## config.mk

```make
export PLATFORM = sky130hd
export DESIGN_NAME = keypad_scan_ctrl
export DESIGN_NICKNAME = d
export VERILOG_FILES = /design/src/rtl/keypad_pkg.sv /design/src/rtl/keypad_scan_ctrl_sync2.sv /design/src/rtl/keypad_scan_ctrl.sv
export SDC_FILE = /design/constraint.sdc
export NUM_CORES = 1
export LEC_CHECK = 0
export CORE_MARGIN = 5
export CORE_UTILIZATION = 55
export CTS_CLUSTER_DIAMETER = 200
export DETAILED_ROUTE_END_ITERATION = 6
export PLACE_DENSITY = 0.75
export SETUP_SLACK_MARGIN = 0.3
export SYNTH_ARGS = -nofsm -noshare
export SYNTH_HDL_FRONTEND = slang
export SYNTH_HIERARCHICAL = 1
export SYNTH_SLANG_ARGS = --single-unit
```

## constraint.sdc

```tcl
create_clock -name clk -period 5.1 [get_ports clk]
set_clock_uncertainty 0.1 [all_clocks]
set_input_delay 1.02 -clock clk [delete_from_list [all_inputs] [get_ports clk]]
set_output_delay 1.02 -clock clk [all_outputs]
set_load 0.01 [all_outputs]
```

## src/rtl/keypad_pkg.sv

```systemverilog
// keypad_pkg: shared state enum, geometry and key map for the keypad scanner
package keypad_pkg;
  localparam int NUM_ROWS = 4;
  localparam int NUM_COLS = 4;
  typedef enum logic [1:0] {SCAN, DEBOUNCE, HELD, RELEASE} scan_state_t;
  localparam logic [63:0] KEY_TABLE = 64'hDF0E_C987_B654_A321;
  function automatic logic [3:0] keymap(input logic [1:0] row_idx, input logic [1:0] col_idx);
    return KEY_TABLE[{row_idx, col_idx, 2'b00} +: 4];
  endfunction
endpackage

```

## src/rtl/keypad_scan_ctrl_sync2.sv

```systemverilog
// sync2: parameterized-width two-flop synchronizer
module sync2 #(
  parameter int W = 4
) (
  input  logic         clk,
  input  logic         reset,
  input  logic [W-1:0] d,
  output logic [W-1:0] q
);
  logic [W-1:0] meta;
  always_ff @(posedge clk) begin
    meta <= reset ? '0 : d;
    q    <= reset ? '0 : meta;
  end
endmodule

```

## src/rtl/keypad_scan_ctrl.sv

```systemverilog
// keypad_scan_ctrl: 4x4 keypad column scanner with press/release debounce and one strobe per press
module keypad_scan_ctrl
  import keypad_pkg::*;
#(
  parameter int SCAN_DIV        = 24000,
  parameter int DEBOUNCE_CYCLES = 480000
) (
  input  logic                clk,
  input  logic                reset,
  input  logic [NUM_ROWS-1:0] inputrows,
  output logic [NUM_COLS-1:0] cols,
  output logic [3:0]          key_code,
  output logic                key_valid,
  output logic                key_held
);
  localparam int DW = $clog2(SCAN_DIV);
  localparam int BW = $clog2(DEBOUNCE_CYCLES);
  logic [NUM_ROWS-1:0] rows_s;
  scan_state_t         state, state_n;
  logic [DW-1:0]       dwell, dwell_n;
  logic [BW-1:0]       deb, deb_n;
  logic [1:0]          col_idx, col_n, row_cap, row_cap_n, row_low;
  logic [3:0]          code_n;
  logic                valid_n, row_hit, dwell_last, deb_last;

  sync2 #(.W(NUM_ROWS)) u_sync (
    .clk   (clk),
    .reset (reset),
    .d     (inputrows),
    .q     (rows_s)
  );

  assign cols       = 4'b0001 << col_idx;
  assign key_held   = (state == HELD) || (state == RELEASE);
  assign row_hit    = rows_s[row_cap];
  assign dwell_last = dwell == DW'(SCAN_DIV - 1);
  assign deb_last   = deb == BW'(DEBOUNCE_CYCLES - 1);
  assign row_low    = rows_s[0] ? 2'd0 : rows_s[1] ? 2'd1 : rows_s[2] ? 2'd2 : 2'd3;

  always_comb begin
    state_n   = state;
    col_n     = col_idx;
    dwell_n   = '0;
    deb_n     = '0;
    row_cap_n = row_cap;
    code_n    = key_code;
    valid_n   = 1'b0;
    case (state)
      SCAN: begin
        if (!dwell_last) dwell_n = dwell + 1'b1;
        else if (|rows_s) begin
          state_n   = DEBOUNCE;
          row_cap_n = row_low;
        end else col_n = col_idx + 2'd1;
      end
      DEBOUNCE: begin
        if (!row_hit) begin
          state_n = SCAN;
          col_n   = col_idx + 2'd1;
        end else if (deb_last) begin
          state_n = HELD;
          code_n  = keymap(row_cap, col_idx);
          valid_n = 1'b1;
        end else deb_n = deb + 1'b1;
      end
      HELD: state_n = row_hit ? HELD : RELEASE;
      RELEASE: begin
        if (row_hit) state_n = HELD;
        else if (deb_last) begin
          state_n = SCAN;
          col_n   = col_idx + 2'd1;
        end else deb_n = deb + 1'b1;
      end
      default: state_n = SCAN;
    endcase
  end

  always_ff @(posedge clk) begin
    if (reset) begin
      state     <= SCAN;
      col_idx   <= '0;
      dwell     <= '0;
      deb       <= '0;
      row_cap   <= '0;
      key_code  <= '0;
      key_valid <= 1'b0;
    end else begin
      state     <= state_n;
      col_idx   <= col_n;
      dwell     <= dwell_n;
      deb       <= deb_n;
      row_cap   <= row_cap_n;
      key_code  <= code_n;
      key_valid <= valid_n;
    end
  end
endmodule

```

==> impl_summary.txt, run 1 <==
----------------------------------------------------
[Status]
  Status ... completed

[Power]
  PwrDens ... between 200 and 250 mW/mm^2
  Post-route total power ... 0.668 mW
  Leakage dissipation ... ~0.94 nW
  IR drop worst, VDD ... about 170 uV

[Logic synthesis]
  Register bit count reported by yosys ... 53
  Share of Yosys cell area claimed by the top area cell type ... between 40% and 50%
  Post-synthesis average cell area ... 9.06 um^2
  Distinct cell type count after synthesis ... 43
  Cells after synthesis ... 273
  Net count after synthesis ... 287
  Top post-synthesis cells by area ... sky130_fd_sc_hd__dfxtp_1 43%, sky130_fd_sc_hd__nor2_1 7.7%, sky130_fd_sc_hd__xor2_1 5.3%
  Sequential-to-total area share from yosys stat ... between 40% and 50%
  Ys Warns ... 6
  Area of the mapped netlist ... 0.00247 mm^2
  Largest area contributor in the synthesized netlist ... sky130_fd_sc_hd__dfxtp_1

[Timing]
  Slew @ Worst Pin ... approximately 0.76 ns
  Clock period minus final worst setup slack ... 2.81 ns
  Fmax ... approximately 0.36 GHz
  Normalized max-slew margin ... roughly 50%
  Total of endpoints with negative setup slack in the final report ... 0
  Fin crit share ... 55.1%
  Hold Vio Cnt, Final ... 0
  Max Transition Viols Final ... 0
  Worst hold margin ... approximately 0.35 ns
  Total negative setup slack ... 0 ns
  RSZ-0062 raised after global routing ... false

[Drt]
  # DRC ... 0
  Routed length per placed instance ... around 12 um
  Initial drt markers ... roughly 110
  ANT nets after route ... 0
  Number of vias in the routed layout ... around 1,800
  Vias/cell ... ~5.4
  Length of the first detailed-routing pass in iterations ... 4
  Total Wirelength ... a little over 4000 um

[Worst setup path]
  Type of destination of the critical path ... flop
  Critical path's slowest cell ... sky130_fd_sc_hd__or4_1
  CP Buf/Inv Count ... 1
  Cell count along the critical path ... 3
  Worst path max stage delay ... just under 0.9 ns
  Largest delay contributor family on the critical path ... simple AND/OR/NAND/NOR gates
  CP Data Arrival Time ... 2.93 ns
  Critical Path Start Type ... primary input
  Largest fanout on the critical path ... 23
  Crit Path Category ... primary input to flop
  Critical Path RT ... 5.22 ns
  List of cells traversed by the critical path ... clkdlybuf4s50_1, or4_1, a21oi_1
  Logic depth of the worst register-to-register path ... 5

[Clocking]
  Number of gates resized after cts ... 0
  Clock Root Buffer ... sky130_fd_sc_hd__clkbuf_8
  # H-tree levels ... 2
  Insertion delay to the later sink of the worst-skew pair ... around 0.30 ns
  Number of buffers inserted by post-CTS setup repair ... 0
  Clock tree from TritonCTS ... built
  Clock transition time at the flip-flop clock pins of the worst setup and hold paths ... around 0.1 ns
  Maximum buffer depth of the clock tree ... 2
  Sink Count ... between 50 and 60
  Number of clock buffers inserted by TritonCTS ... 5
  Post-cts hold buffer count ... 0

[Floorplanning]
  Horizontal die dimension ... approximately 77 um
  Core Area ... roughly 0.0044 mm^2
  Die span in y ... 77.0 um
  Cell Rows ... 24
  Number of top-level pins ... 16
  Initial standard-cell utilization of the core ... between 50 and 60%
  Area enclosed by the die boundary ... 0.00594 mm^2

[Global route]
  Overall Global Routing Usage ... between 10% and 20%
  Initial antenna violation count ... 0
  Via count of the first global-routing pass ... 1,632
  Largest net degree at the start of global routing ... 24
  Total congestion overflow after global routing ... 0
  First-pass GRT wire length ... roughly 7000 um

[Layout]
  Fraction of final layout cells with drive strength greater than 1 ... under 10%
  Total number of nets in the final design ... between 200 and 300
  Count of antenna diodes in the layout ... 0
  Non-filler cells in the finished layout ... about 340
  Syn-to-layout area delta ... 9.31%
  Layout fillers ... roughly 380
  Finished Cell Area ... around 0.0027 mm^2

[Placement]
  Routability congestion estimate ... 0.805
  HPWL after detailed placement ... between 2000 and 3000 um
  Placed cell area ... between 0.002 and 0.003 mm^2
  Input/output buffers ... 15
  Number of placed cells counting well taps ... roughly 330

[Hold path]
  Hold Crit Depth ... 1
  HP Class ... flop to flop

[Job]
  Number of max-capacitance violations reported ... 0

----------------------------------------------------
cells in the mapped netlist:
library cell                instances
sky130_fd_sc_hd__o31ai_1            1
sky130_fd_sc_hd__mux2_4             1
sky130_fd_sc_hd__buf_6              2
sky130_fd_sc_hd__ha_1               8
sky130_fd_sc_hd__clkbuf_1           3
sky130_fd_sc_hd__inv_1              9
sky130_fd_sc_hd__nor4_1             1
sky130_fd_sc_hd__or3_1              3
sky130_fd_sc_hd__a21oi_2            1
sky130_fd_sc_hd__nand3_1           14
sky130_fd_sc_hd__and3_1             6
sky130_fd_sc_hd__mux2_2             1
sky130_fd_sc_hd__a221o_1            2
sky130_fd_sc_hd__nand4b_1           1
sky130_fd_sc_hd__nor4_4             1
sky130_fd_sc_hd__a22o_1             1
sky130_fd_sc_hd__and4_4             1
sky130_fd_sc_hd__mux2i_1           10
sky130_fd_sc_hd__dfxtp_1           53
sky130_fd_sc_hd__a21oi_1            4
sky130_fd_sc_hd__and4_1             3
sky130_fd_sc_hd__or4b_4             1
sky130_fd_sc_hd__nor2b_1            9
sky130_fd_sc_hd__buf_1              1
sky130_fd_sc_hd__nor3_1             7
sky130_fd_sc_hd__nand4_1            7
sky130_fd_sc_hd__nand2b_1           4
sky130_fd_sc_hd__nor4_2             1
sky130_fd_sc_hd__or2_2              1
sky130_fd_sc_hd__a211oi_2           1
sky130_fd_sc_hd__xor2_1            15
sky130_fd_sc_hd__or4_1              2
sky130_fd_sc_hd__nand4bb_1          1
sky130_fd_sc_hd__xnor2_1           14
sky130_fd_sc_hd__or3b_1             1
sky130_fd_sc_hd__nand3b_1           1
sky130_fd_sc_hd__nand2_1           17
sky130_fd_sc_hd__o21ai_0            6
sky130_fd_sc_hd__mux4_2             1
sky130_fd_sc_hd__nor2_1            51
sky130_fd_sc_hd__buf_2              2
sky130_fd_sc_hd__and2_1             1
sky130_fd_sc_hd__buf_4              3
registers in the layout (all words and copies together) (netlist names), named ones only:
signal       cells
col_idx          2
state            1
u_sync/meta      4
dwell           15
key_code         4
deb             19
key_valid        1
u_sync/q         4
row_cap          2
per-stage QoR:
stage | setup slack [ns] | utilization, %
final | 2.29 | 62.1
after global routing | 2.17 | 62.1
after CTS | 2.27 | 62.1
after detailed placement | 1.93 | 60.1
after global placement | 2.01 | 60.1
after floorplan | 3.08 | -
final timing paths:
kind                             start                endpoint  slack, ns
max                              reset     dwell[9]$_SDFF_PP0_       2.29
min          u_sync/meta[3]$_SDFF_PP0_  u_sync/q[3]$_SDFF_PP0_       0.35
max reg2reg    row_cap[0]$_SDFFE_PP0P_       deb[7]$_SDFF_PP0_       2.77
min reg2reg  u_sync/meta[3]$_SDFF_PP0_  u_sync/q[3]$_SDFF_PP0_       0.35
report_power, final:
part | internal [mW] | switching (mW) | leakage (nW)
logic | 0.00930 | 0.00926 | 0.470
registers | 0.419 | 0.00369 | 0.429
clock network | 0.0949 | 0.133 | 0.0402
total | 0.523 | 0.146 | 0.939
routing by layer:
| layer | vias to the layer above | track usage, % | wire length, um |
|---|---|---|---|
| met3 | 5 | 3.51 | 158 |
| met4 | 0 | 4.64 | 51 |
| met1 | 840 | 17.3 | 1870 |
| met2 | 23 | 23.7 | 1950 |
| li1 | 938 | - | - |
| met5 | - | 0 | 0 |
kinds of logic after synthesis:
family,share of synthesized area (%)
AO/OA/AOI/OAI,4.35
XOR/XNOR,10.3
adder cells (fa/ha/maj),4.05
buffers and inverters,4.20
flip-flops,42.9
multiplexers,6.02
AND/OR/NAND/NOR,28.2
placed cells by master (no fill, tap or decap), types with 2 or more instances in the layout:
master | Yosys | routed
sky130_fd_sc_hd__nand3_1 | 14 | 14
sky130_fd_sc_hd__clkdlybuf4s50_1 | 0 | 15
sky130_fd_sc_hd__a221o_1 | 2 | 2
sky130_fd_sc_hd__nand2b_1 | 4 | 4
sky130_fd_sc_hd__inv_1 | 9 | 9
sky130_fd_sc_hd__a21oi_1 | 4 | 4
sky130_fd_sc_hd__dfxtp_1 | 53 | 53
sky130_fd_sc_hd__or3_1 | 3 | 3
sky130_fd_sc_hd__nand4_1 | 7 | 7
sky130_fd_sc_hd__nor2b_1 | 9 | 9
sky130_fd_sc_hd__mux2i_1 | 10 | 10
sky130_fd_sc_hd__or4_1 | 2 | 2
sky130_fd_sc_hd__xnor2_1 | 14 | 14
sky130_fd_sc_hd__xor2_1 | 15 | 15
sky130_fd_sc_hd__nor2_1 | 51 | 51
sky130_fd_sc_hd__ha_1 | 8 | 8
sky130_fd_sc_hd__and3_1 | 6 | 6
sky130_fd_sc_hd__o21ai_0 | 6 | 6
sky130_fd_sc_hd__and4_1 | 3 | 3
sky130_fd_sc_hd__nor3_1 | 7 | 7
sky130_fd_sc_hd__clkbuf_8 | 0 | 5
sky130_fd_sc_hd__nand2_1 | 17 | 17
area by class of cell:
class / instances / area [um^2] / area share, %
Inverter: 9 / 33.8 / 1.25
Clock inverter: 2 / 16.3 / 0.602
Clock buffer: 5 / 68.8 / 2.55
Multi-Input combinational cell: 200 / 1310 / 48.4
Tap cell: 52 / 65.1 / 2.41
Timing Repair Buffer: 15 / 150 / 5.56
Sequential cell: 53 / 1060 / 39.3
Power figures use the tool's default switching activity.
==> inputs of run 2 (changes only) <==
CORE_UTILIZATION = 52   (was 55)
PLACE_DENSITY = 0.74   (was 0.75)
clock period = 2.5 ns   (was 5.1 ns; I/O delays follow)
==> impl_summary.txt, run 2 (synthesis gave the netlist of run 1 again) <==
----------------------------------------------------
[Clocking]
  Number of clock buffers inserted by TritonCTS ... 5 (unchanged)
  Number of buffers inserted by post-CTS setup repair ... 0 (unchanged)
  # H-tree levels ... 2 (unchanged)
  Sink Count ... 53 (unchanged)
  Post-cts hold buffer count ... 0 (unchanged)
  Clock transition time at the flip-flop clock pins of the worst setup and hold paths ... 0.09 ns (about the same)
  Clock Root Buffer ... sky130_fd_sc_hd__clkbuf_8
  Insertion delay to the later sink of the worst-skew pair ... 0.30 ns (about the same)
  Clock tree from TritonCTS ... built
  Number of gates resized after cts ... 1 (+1)
  Maximum buffer depth of the clock tree ... 2 (unchanged)

[Worst setup path]
  Critical Path Start Type ... flop
  List of cells traversed by the critical path ... inv_1, ha_1, clkdlybuf4s50_1
  Type of destination of the critical path ... primary output
  Critical Path RT ... 1.90 ns (-3.32 ns)
  Largest fanout on the critical path ... 7 (-70%)
  Crit Path Category ... flop to primary output
  Critical path's slowest cell ... sky130_fd_sc_hd__clkdlybuf4s50_1
  CP Data Arrival Time ... 1.55 ns (-1.38 ns)
  Worst path max stage delay ... 0.54 ns (-0.35 ns)

[Drt]
  ANT nets after route ... 0 (unchanged)
  Total Wirelength ... 4090 um (+1.6%)
  Vias/cell ... 5.24 (-2.5%)
  Initial drt markers ... 67 (-40%)
  Routed length per placed instance ... 11.9 um (-0.51%)
  Length of the first detailed-routing pass in iterations ... 4 (unchanged)
  Number of vias in the routed layout ... 1,797 (-0.50%)
  # DRC ... 0 (unchanged)

[Placement]
  Routability congestion estimate ... 0.766 (-4.8%)
  HPWL after detailed placement ... 2890 um (-0.51%)
  Input/output buffers ... 15 (unchanged)

[Global route]
  Via count of the first global-routing pass ... 1,637 (+0.31%)
  Overall Global Routing Usage ... 13.9% (-0.040 points)
  First-pass GRT wire length ... 6990 um (+0.39%)
  Largest net degree at the start of global routing ... 23 (-4.2%)
  Initial antenna violation count ... 0 (unchanged)
  Total congestion overflow after global routing ... 0 (unchanged)

[Timing]
  Clock period minus final worst setup slack ... about 2.1 ns
  Hold Vio Cnt, Final ... 0 (unchanged)
  RSZ-0062 raised after global routing ... true
  Fin crit share ... around 86%
  Fmax ... approximately 0.47 GHz
  Slew @ Worst Pin ... 0.500 ns (-0.255 ns)
  Max Transition Viols Final ... 0 (unchanged)
  Normalized max-slew margin ... 66.7% (+17 points)
  Total of endpoints with negative setup slack in the final report ... 0 (unchanged)
  Worst hold margin ... 0.343 ns (-0.00402 ns)
  Total negative setup slack ... 0 ns (unchanged)

[Floorplanning]
  Horizontal die dimension ... 79.0 um (+2.5%)
  Initial standard-cell utilization of the core ... 53.0% (-3.7 points)
  Die span in y ... 79.0 um (+2.5%)
  Cell Rows ... 25 (+4.2%)
  Core Area ... 0.00466 mm^2 (+7.0%)
  Number of top-level pins ... 16 (unchanged)
  Area enclosed by the die boundary ... 0.00623 mm^2 (+5.0%)

[Power]
  Post-route total power ... 1.36 mW (+100%)
  PwrDens ... 495 mW/mm^2 (+100%)
  IR drop worst, VDD ... 401 uV (+130%)
  Leakage dissipation ... 0.977 nW (+4.1%)

[Layout]
  Count of antenna diodes in the layout ... 0 (unchanged)
  Largest registers ranked by flip-flop count ... deb (19), dwell (15)
  Layout fillers ... 423 (+12%)
  Flip-flop and latch area ... 0.00106 mm^2 (+0.24%)
  Commonest cells after routing, fill and taps aside ... 51 x sky130_fd_sc_hd__nor2_1, 51 x sky130_fd_sc_hd__dfxtp_1, 17 x sky130_fd_sc_hd__nand2_1
  Syn-to-layout area delta ... 10.8%
  Total number of nets in the final design ... 302 (+1.3%)
  Max reg flops ... 19 (unchanged)
  Fraction of final layout cells with drive strength greater than 1 ... 7.96% (+2.0 points)
  Multi-input gate area ... 0.00131 mm^2 (unchanged)
  Register bank with the most flops ... deb

[Status]
  Status ... completed

[Job]
  Number of max-capacitance violations reported ... 0 (unchanged)

[Hold path]
  HP Class ... flop to flop

----------------------------------------------------
==> run 2: power by group <==
part | switching (mW) | leakage (nW) | internal, mW
Sequential | 0.00692 | 0.430 | 0.854
Combinational | 0.0196 | 0.509 | 0.0199
Clock | 0.257 | 0.0385 | 0.198
==> run 2: per-stage QoR <==
stage	utilization (%)	setup slack [ns]	std cells	area, um^2
final	58.8	0.355	343	2740
after global routing	58.8	0.270	343	2740
after CTS	58.7	0.319	343	2740
after detailed placement	56.9	0.415	335	2650
after global placement	56.9	0.437	335	2650
after floorplan	-	0.614	273	2470
==> run 2: routing by layer <==
layer	GRT usage (%)	vias to the layer above	wire length, um
met5	0	-	0
met4	5.67	0	66
met3	3.40	6	118
met2	22.9	20	1820
met1	17.6	819	2080
li1	-	952	-
==> run 2: area by class of cell <==
type | count | share of cell area [%]
inverters | 9 | 1.23
repair buffers | 19 | 6.67
well taps | 54 | 2.47
multi-input cells | 200 | 47.7
clock inverters | 1 | 0.274
flip-flops and latches | 53 | 38.8
clock buffers | 7 | 2.79
==> run 2: critical path, delay by kind of cell, from the launching register on <==
kind	cells	cell delay [ns]
adders and majority gates	1	0.21
buffers and inverters	2	0.67
DFF	1	0.36
==> run 2: final timing paths <==
kind	startpoint	endpoint	slack, ns	cells past startpoint
hold reg to reg	u_sync/meta[1]$_SDFF_PP0_	u_sync/q[1]$_SDFF_PP0_	0.34	1
hold / removal	u_sync/meta[1]$_SDFF_PP0_	u_sync/q[1]$_SDFF_PP0_	0.34	1
setup reg to reg	dwell[13]$_SDFF_PP0_	dwell[6]$_SDFF_PP0_	0.44	4
setup / recovery	col_idx[0]$_SDFFE_PP0P_	cols[0]	0.35	3
==> inputs of run 3 (changes only) <==
CORE_UTILIZATION = 35   (was 52)
PLACE_DENSITY = not set   (was 0.74)
==> impl_summary.txt, run 3 (synthesis gave the netlist of run 1 again) <==
----------------------------------------------------
[Timing]
  Total negative setup slack ... 0 ns (unchanged)
  Fmax ... 0.473 GHz (+1.5%)
  Hold Vio Cnt, Final ... 0 (unchanged)
  RSZ-0062 raised after global routing ... true
  Max Transition Viols Final ... 0 (unchanged)
  Slew @ Worst Pin ... 0.477 ns (-0.0228 ns)
  Total of endpoints with negative setup slack in the final report ... 0 (unchanged)
  Clock period minus final worst setup slack ... 2.11 ns (-0.0319 ns)
  Normalized max-slew margin ... 68.2% (+1.5 points)
  Fin crit share ... 84.5% (-1.3 points)

[Floorplanning]
  Horizontal die dimension ... 94.0 um (+19%)
  Cell Rows ... 30 (+20%)
  Number of top-level pins ... 16 (unchanged)
  Core Area ... 0.00683 mm^2 (+47%)
  Die span in y ... 94.0 um (+19%)
  Area enclosed by the die boundary ... 0.00884 mm^2 (+42%)
  Initial standard-cell utilization of the core ... 36.2% (-17 points)

[Clocking]
  Clock transition time at the flip-flop clock pins of the worst setup and hold paths ... 0.09 ns (about the same)
  Maximum buffer depth of the clock tree ... 2 (unchanged)
  Clock Root Buffer ... sky130_fd_sc_hd__clkbuf_8
  Number of buffers inserted by post-CTS setup repair ... 0 (unchanged)
  Clock tree from TritonCTS ... built
  # H-tree levels ... 2 (unchanged)
  Post-cts hold buffer count ... 0 (unchanged)
  Sink Count ... 53 (unchanged)
  Insertion delay to the later sink of the worst-skew pair ... 0.30 ns (about the same)
  Number of clock buffers inserted by TritonCTS ... 5 (unchanged)

[Power]
  Share of total power in sequential cells ... 59.2% (-4.3 points)
  Reported net switching power ... 0.289 mW (+1.9%)
  Proportion of total power due to net switching ... 19.9% (-1.0 points)
  PwrDens ... 521 mW/mm^2 (+5.2%)
  Post-route total power ... 1.45 mW (+7.3%)
  Part of the power in the clock network ... 38.1% (+4.5 points)
  Internal power ... 1.16 mW (+8.7%)
  Leakage dissipation ... 0.961 nW (-1.6%)
  IR drop worst, VDD ... 286 uV (-29%)
  Relative contribution of combinational cells to total power ... 2.7% (-0.2 points)

[Job]
  Number of max-capacitance violations reported ... 0 (unchanged)

[Layout]
  Register bank with the most flops ... deb
  Syn-to-layout area delta ... 13.0%
  Layout fillers ... 724 (+71%)
  Count of antenna diodes in the layout ... 0 (unchanged)
  Max reg flops ... 19 (unchanged)
  Largest registers ranked by flip-flop count ... deb (19), dwell (15)
  Finished Cell Area ... 0.00279 mm^2 (+2.0%)
  Total number of nets in the final design ... 300 (-0.66%)
  Fraction of final layout cells with drive strength greater than 1 ... 8.04% (+0.083 points)
  Commonest cells after routing, fill and taps aside ... 51 x sky130_fd_sc_hd__nor2_1, 51 x sky130_fd_sc_hd__dfxtp_1, 17 x sky130_fd_sc_hd__nand2_1

[Drt]
  # DRC ... 0 (unchanged)
  Initial drt markers ... 79 (+18%)
  Length of the first detailed-routing pass in iterations ... 5 (+1)
  Number of vias in the routed layout ... 1,790 (-0.39%)
  Vias/cell ... 4.69 (-11%)
  Total Wirelength ... 4080 um (-0.34%)
  Routed length per placed instance ... 10.7 um (-11%)
  ANT nets after route ... 0 (unchanged)

[Global route]
  Initial antenna violation count ... 0 (unchanged)
  First-pass GRT wire length ... 7400 um (+5.8%)
  Largest net degree at the start of global routing ... 22 (-4.3%)
  Overall Global Routing Usage ... 10.2% (-3.7 points)
  Total congestion overflow after global routing ... 0 (unchanged)
  Via count of the first global-routing pass ... 1,690 (+3.2%)

[Worst setup path]
  Capture instance of the worst register-to-register path ... dwell[5]$_SDFF_PP0_
  Type of destination of the critical path ... primary output
  Critical Path Start Type ... flop
  Largest fanout on the critical path ... 5 (-2)
  Critical Path RT ... 1.90 ns (about the same)
  R2R setup slack ... 0.48 ns (+0.04 ns)
  Logic depth of the worst register-to-register path ... 4 (unchanged)
  Crit Path Category ... flop to primary output
  CP Data Arrival Time ... 1.51 ns (-0.04 ns)
  Startpoint of the lowest-slack register-to-register path ... dwell[13]$_SDFF_PP0_

[Hold path]
  HP Class ... flop to flop
  Critical hold path startpoint ... u_sync/meta[3]$_SDFF_PP0_
  Worst hold path endpoint ... u_sync/q[3]$_SDFF_PP0_
  Hold Crit Depth ... 1 (unchanged)

[Status]
  Status ... completed

[Placement]
  Routability congestion estimate ... 0.772 (+0.76%)
  Input/output buffers ... 15 (unchanged)
  HPWL after detailed placement ... 2910 um (+0.89%)
  Placed cell area ... 0.00269 mm^2 (+1.4%)

----------------------------------------------------
## run 3: layer usage
| layer | GRT usage (%) | share of wire, % |
|---|---|---|
| met1 | 12.8 | 50 |
| met4 | 3.61 | 1.5 |
| met5 | 0 | 0 |
| met2 | 16.6 | 45 |
| met3 | 2.88 | 3.3 |
## run 3: repair_timing
item | in CTS | in global routing
endpoints found under the setup margin | 2 | 3
gates cloned | 0 | 0
gates resized for setup | 2 | 3
## run 3: per-stage QoR
stage / utilization (%) / hold slack [ns] / instances / setup WS (ns)
after floorplan: - / 0.314 / 273 / 0.614
after global placement: 39.3 / 0.318 / 375 / 0.423
after detailed placement: 39.3 / 0.326 / 375 / 0.396
after CTS: 40.9 / 0.350 / 382 / 0.320
after global routing: 40.9 / 0.360 / 382 / 0.296
final: 40.9 / 0.344 / 382 / 0.387
## run 3: worst max-delay path by stage
stage          depth (start not counted)                    to  slack, ns                     from
2_1_floorplan                          8    deb[12]$_SDFF_PP0_       0.61  row_cap[0]$_SDFFE_PP0P_
5_1_grt                                2               cols[3]       0.30  col_idx[1]$_SDFFE_PP0P_
3_5_place_dp                           3   dwell[9]$_SDFF_PP0_       0.40                    reset
4_1_cts                                3               cols[2]       0.32  col_idx[0]$_SDFFE_PP0P_
3_3_place_gp                           3  dwell[12]$_SDFF_PP0_       0.42                    reset
6_report                               2               cols[3]       0.39  col_idx[1]$_SDFFE_PP0P_
## run 3: layout make-up
| type | count | area [um^2] | area share [%] |
|---|---|---|---|
| inverters | 9 | 33.8 | 1.21 |
| multi-input cells | 200 | 1310 | 46.8 |
| flip-flops and latches | 53 | 1060 | 38.1 |
| clock inverters | 2 | 35.0 | 1.25 |
| well taps | 96 | 120 | 4.30 |
| clock buffers | 5 | 68.8 | 2.46 |
| repair buffers | 17 | 164 | 5.87 |
## run 3: critical path, stage by stage, from the launching register on
cell                              delay (ns)
sky130_fd_sc_hd__dfxtp_1                0.42
sky130_fd_sc_hd__ha_1                   0.24
sky130_fd_sc_hd__clkdlybuf4s50_1        0.55
## run 3: power groups by stage
stage | clock, mW | combinational (mW) | sequential (mW)
CTS | 0.586 | 0.0400 | 0.861
detailed placement | 0 | 0.0399 | 0.881
finish | 0.554 | 0.0393 | 0.861
floorplan | 0 | 0.0264 | 0.879
global placement | 0 | 0.0392 | 0.881
global route | 0.612 | 0.0441 | 0.863
